### config.mk
export PLATFORM = sky130hd
export DESIGN_NAME = nz_pwm_channel
export DESIGN_NICKNAME = d
export VERILOG_FILES = /design/src/rtl/nz_pwm_channel.sv
export SDC_FILE = /design/constraint.sdc
export NUM_CORES = 1
export LEC_CHECK = 0
export CELL_PAD_IN_SITES_DETAIL_PLACEMENT = 1
export CELL_PAD_IN_SITES_GLOBAL_PLACEMENT = 2
export CORE_AREA = 2 2 106 108
export CTS_CLUSTER_DIAMETER = 40
export CTS_CLUSTER_SIZE = 12
export DETAILED_ROUTE_END_ITERATION = 6
export DIE_AREA = 0 0 108 110
export PLACE_DENSITY = 0.53
export SYNTH_ARGS = -nofsm -noshare
export SYNTH_HDL_FRONTEND = slang
export SYNTH_SLANG_ARGS = --single-unit
### constraint.sdc
create_clock -name clk -period 2.5 [get_ports clk]
set_clock_uncertainty 0.2 [all_clocks]
set_input_delay 0.75 -clock clk [delete_from_list [all_inputs] [get_ports clk]]
set_output_delay 0.75 -clock clk [all_outputs]
set_load 0.01 [all_outputs]
### src/rtl/nz_pwm_channel.sv
// nz_pwm_channel: prescaled PWM channel with period-synchronous shadow load; optional dead time via PWM_DEADTIME_EN
module nz_pwm_channel #(
  parameter int WIDTH   = 8,
  parameter int PRESC_W = 4,
  parameter int DEAD_W  = 4
) (
  input  logic               clk,
  input  logic               rst_n,
  input  logic               ena,
  input  logic               cfg_valid,
  output logic               cfg_ready,
  input  logic [WIDTH-1:0]   cfg_period,
  input  logic [WIDTH-1:0]   cfg_duty,
  input  logic [PRESC_W-1:0] cfg_presc,
  input  logic [DEAD_W-1:0]  cfg_dead,
  output logic               pwm_out,
  output logic               pwm_n_out,
  output logic               period_tick
);
  logic [PRESC_W-1:0] pc, presc_act, presc_sh;
  logic [WIDTH-1:0]   cnt, period_act, duty_act, period_sh, duty_sh;
  logic               pending, tick, wrap, accept, apply, raw;
  assign cfg_ready = ~pending;
  assign tick      = ena && pc == presc_act;
  assign wrap      = tick && cnt == period_act;
  assign accept    = cfg_valid && !pending;
  // while disabled there is no wrap to wait for, so a pending load goes straight in
  assign apply     = pending && (wrap || !ena);
  assign raw       = cnt < duty_act;
  always_ff @(posedge clk or negedge rst_n) begin
    if (!rst_n) begin
      pc          <= '0;
      cnt         <= '0;
      period_act  <= '1;
      duty_act    <= '0;
      presc_act   <= '0;
      period_sh   <= '0;
      duty_sh     <= '0;
      presc_sh    <= '0;
      pending     <= 1'b0;
      period_tick <= 1'b0;
    end else begin
      pc          <= (!ena || tick) ? '0 : pc + 1'b1;
      cnt         <= (!ena || wrap) ? '0 : tick ? cnt + 1'b1 : cnt;
      period_tick <= wrap;
      if (accept) begin
        period_sh <= cfg_period;
        duty_sh   <= cfg_duty;
        presc_sh  <= cfg_presc;
        pending   <= 1'b1;
      end
      if (apply) begin
        period_act <= period_sh;
        duty_act   <= duty_sh;
        presc_act  <= presc_sh;
        pending    <= 1'b0;
      end
    end
  end
`ifdef PWM_DEADTIME_EN
  logic [DEAD_W-1:0] dead_sh, dead_act, dcnt;
  logic              raw_q, flip, block;
  assign flip  = raw != raw_q;
  // the flip cycle itself is the first blanked cycle, so dcnt covers the remaining dead_act-1
  assign block = flip ? dead_act != '0 : dcnt != '0;
  always_ff @(posedge clk or negedge rst_n) begin
    if (!rst_n) begin
      dead_sh   <= '0;
      dead_act  <= '0;
      dcnt      <= '0;
      raw_q     <= 1'b0;
      pwm_out   <= 1'b0;
      pwm_n_out <= 1'b0;
    end else begin
      if (accept) dead_sh <= cfg_dead;
      if (apply) dead_act <= dead_sh;
      raw_q     <= ena && raw;
      dcnt      <= !ena ? '0 : flip ? dead_act - DEAD_W'(dead_act != '0) : dcnt - DEAD_W'(dcnt != '0);
      pwm_out   <= ena && raw && !block;
      pwm_n_out <= ena && !raw && !block;
    end
  end
`else
  logic unused_dead;
  assign unused_dead = ^cfg_dead;
  assign pwm_n_out   = 1'b0;
  always_ff @(posedge clk or negedge rst_n) begin
    if (!rst_n) pwm_out <= 1'b0;
    else pwm_out <= ena && raw;
  end
`endif
endmodule

==> results <==
- The gate count of the mapped netlist is 202.
- The tree is rooted in a sky130_fd_sc_hd__clkbuf_8.
- The average footprint of a synthesized cell is ~13 um^2.
- The endpoint class of the critical path is an output port.
- The share of cells above drive strength 1 is 0.314.
- The number of global-route vias before repair is around 1800.
- The worst register-to-register path has a depth of 6.
- The placed instances occupy a cell area of ~3100 um^2.
- In the post-synthesis netlist, the biggest area contributors are sky130_fd_sc_hd__dfrtp_1, sky130_fd_sc_hd__mux2_4, sky130_fd_sc_hd__mux2_2.
- The clock sink total is 55.
- For this run, the number of Yosys warnings is 0.
- Of all cell types, the one taking the most synthesized area is sky130_fd_sc_hd__dfrtp_1.
- The power density normalized to cell area is 886 nW/um^2.
- The number of input and output port buffers inserted is 26.
- The flip-flop cell with the highest count after synthesis is sky130_fd_sc_hd__dfrtp_1.
- The critical path startpoint category is a flip-flop.
- After detailed routing, the number of remaining DRC violations is 0.
- The half-perimeter wire length after detailed placement is 4.01 mm.
- The area growth from synthesis to final layout is 22.6%.
- The count of hold-fix buffers inserted at cts is 0.
- The CTS H-tree depth is 2.
- In the global route stage, overall resource usage came out at 0.102.
- The share of the synthesized area in the top cell type is 0.445.
- The placer congestion estimate is 0.663.
- The antenna cell count is 0.
- Counting every net in the synthesized netlist gives about 240.
- The clock transition time at the flip-flop clock pins of the worst setup and hold paths is 0.10 ns.
- Entering global routing, the biggest net connects 22 pins.
- For the worst-skew pair, the clock arrives at the later sink with an insertion delay of 0.31 ns.
- The fraction of the yosys area taken by sequential cells is 0.525.
- The total congestion overflow is 0.
- For this configuration, the core starts out at a cell density of 0.247.
- The maximum achievable frequency is approximately 440 MHz.
- Clock tree synthesis inserted a total of 5 buffers.
- Along the worst path, the maximum fanout reaches 3.
- The start-to-end type of the worst setup path is reg -> out.
- The type of the most critical hold path is in -> async.
- The routed metal-1 wirelength is about 2.8 mm.
- The clock tree from TritonCTS is built.
- The number of antenna violations at the first check in global routing was 0.
- The detailed route wirelength on metal2 is 2.53 mm.
- The wire length of the first global-routing pass is 9.38 mm.
- The number of max-slew violations in the final report is 0.
- The top routing layer in use is met4.
- The routed layout has 1655 vias.
- The die height is 110 um.
- After detailed routing, the total wire length is about 5.5 mm.
- Final hold analysis gives a worst-case slack of a little over 0.2 ns.
- The synthesized design contains 55 register bits.
- In this run, the number of DRC markers left after iteration 0 of detailed routing was 32.
- The final setup violation count is 0.
- In the final design database the tool counted 275 nets.
- The filler cell count is 1176.
- Data on the critical path is required at its endpoint by 1.55 ns.
- For the finished layout, the period the worst path requires is between 2 and 2.5 ns.
- After detailed routing, the met3 layer carries 104 um of wire.
- The count of maximum capacitance violations is 0.
- The die span in x is 108 um.
- After layout, the design draws a total of 2.87 mW.
- The number of gates resized after CTS was 0.
- The mapped cell area is 2640 um^2.
- Dividing the detail-routed via count by the number of cells gives 4.37.
- After floorplanning, the core was divided into 38 placement rows.
- At the pin with the least slew margin, the transition time is between 0.5 and 0.6 ns.
- The number of different library cells used by synthesis comes to 37.
- The boundary pin count is 32.
- The routed length per instance is 14.5 um.
- The longest clock path from root to sink contains 2 buffers.
- Setup repair after global routing left no endpoint under its margin.
- For this run, asynchronously set or reset flops after synthesis account for 1.00.
- The final instance area is 3240 um^2.
- The flow ran to the end, and the final reports show no timing, DRC or antenna violations.
- Once the clock tree was built, the setup fixing pass inserted 0 buffers.
- In this run, synthesis inferred 0 flip-flops with an integrated enable.
- For the final routed database, the setup TNS stands at 0 ns.
- The count of nets left with antenna violations after detail routing is 0.
- For this design the static power due to leakage is approximately 1.4 nW.
- The core region area is 10700 um^2.
- The final critical-path share of the clock period is 0.918.
- The count of TritonRoute iterations in the first routing pass is 4.
- The maximum vdd ir drop is between 0.0002 and 0.0003 V.
- The number of hold-slack violations in the final timing report is 0.
- Data arrives at the worst endpoint at 1.35 ns.
- The worst-case headroom to the max-slew limit is 0.658.
- The die footprint is approximately 12000 um^2.
-- sequential cells by signal, indices dropped and copies added, names as in the netlist, 4 cells and up --
signal,count
presc_act,4
pc,4
period_act,8
duty_act,8
period_sh,8
presc_sh,4
cnt,8
duty_sh,8
-- area by class of cell --
| class | instances | area, um^2 | share of cell area |
|---|---|---|---|
| Tap cell | 140 | 175 | 0.0541 |
| Sequential cell | 55 | 1390 | 0.428 |
| Clock inverter | 1 | 7.51 | 0.00232 |
| Multi-Input combinational cell | 128 | 1160 | 0.358 |
| Inverter | 9 | 33.8 | 0.0104 |
| Clock buffer | 7 | 96.3 | 0.0298 |
| Timing Repair Buffer | 39 | 378 | 0.117 |
-- per-layer routing --
layer | global-route usage | vias up
met2 | 0.160 | 22
met5 | 0 | -
met3 | 0.0159 | 5
met1 | 0.142 | 845
li1 | - | 783
met4 | 0.0357 | 0
-- synth_stat cells (2+ instances only) --
master / instances
sky130_fd_sc_hd__nor2_1: 7
sky130_fd_sc_hd__a31o_2: 3
sky130_fd_sc_hd__or4_1: 2
sky130_fd_sc_hd__buf_6: 3
sky130_fd_sc_hd__nand3b_1: 2
sky130_fd_sc_hd__dfrtp_1: 47
sky130_fd_sc_hd__clkbuf_1: 5
sky130_fd_sc_hd__nor3_1: 2
sky130_fd_sc_hd__mux2_2: 20
sky130_fd_sc_hd__nand3_1: 6
sky130_fd_sc_hd__o221ai_1: 2
sky130_fd_sc_hd__or3_1: 3
sky130_fd_sc_hd__inv_1: 9
sky130_fd_sc_hd__nand4b_1: 3
sky130_fd_sc_hd__and3_1: 2
sky130_fd_sc_hd__ha_1: 9
sky130_fd_sc_hd__dfstp_2: 8
sky130_fd_sc_hd__a21oi_1: 5
sky130_fd_sc_hd__xnor2_1: 13
sky130_fd_sc_hd__nand4_1: 5
sky130_fd_sc_hd__a21o_1: 2
sky130_fd_sc_hd__a211oi_1: 2
sky130_fd_sc_hd__mux2_4: 20
sky130_fd_sc_hd__nand2_1: 9
-- kinds of logic (layout without fill, tap and decap cells) --
| logic type | Yosys count | in the layout | share of synthesized area |
|---|---|---|---|
| compound gates | 18 | 18 | 0.0512 |
| xor+xnor | 14 | 14 | 0.0464 |
| fa+ha+maj | 9 | 9 | 0.0427 |
| buf+inv | 19 | 56 | 0.0370 |
| flops | 55 | 55 | 0.525 |
| mux | 41 | 41 | 0.203 |
| other cells | 1 | 1 | 0.00142 |
| simple gates | 45 | 45 | 0.0934 |
-- final timing paths --
path                                         from                         to  slack [ns]
max reg2reg                    cnt[4]$_DFFE_PN0P_    duty_act[2]$_DFFE_PN0P_        0.25
max in group asynchronous                   rst_n  period_act[7]$_DFFE_PN1P_        1.23
min in group clk           duty_sh[1]$_DFFE_PN0P_    duty_act[1]$_DFFE_PN0P_        0.31
min                                         rst_n         cnt[1]$_DFFE_PN0P_        0.20
min reg2reg                duty_sh[1]$_DFFE_PN0P_    duty_act[1]$_DFFE_PN0P_        0.31
max                           pending$_DFFE_PN0P_                  cfg_ready        0.20
-- cell usage in the layout (no fill, tap or decap), drive strengths merged, types with 6 or more instances in the layout --
cell type,n
dfrtp,47
mux2,40
clkdlybuf4s50,25
buf,14
xnor2,13
inv,9
nand2,9
ha,9
dfstp,8
nor2,7
clkbuf,7
nand3,6
-- critical path, cell delays in order, from the launching register on --
cell and delay (ns):
sky130_fd_sc_hd__dfrtp_1 0.42, sky130_fd_sc_hd__inv_1 0.09, sky130_fd_sc_hd__clkdlybuf4s50_1 0.54
-- metrics by stage --
| stage | std cells | worst slack [ns] | util |
|---|---|---|---|
| detailed placement | 371 | -0.00212 | 0.293 |
| finish | 379 | 0.205 | 0.302 |
| global route | 379 | 0.117 | 0.302 |
| global placement | 371 | 0.0193 | 0.293 |
| floorplan | 202 | 0.392 | - |
| CTS | 379 | 0.176 | 0.302 |
-- power breakdown --
group	leakage, nW	switching, mW	internal, mW
registers	0.661	0.223	1.22
clock network	0.0505	0.304	0.253
logic	0.699	0.328	0.543
total	1.41	0.854	2.01
Power figures use the tool's default switching activity.
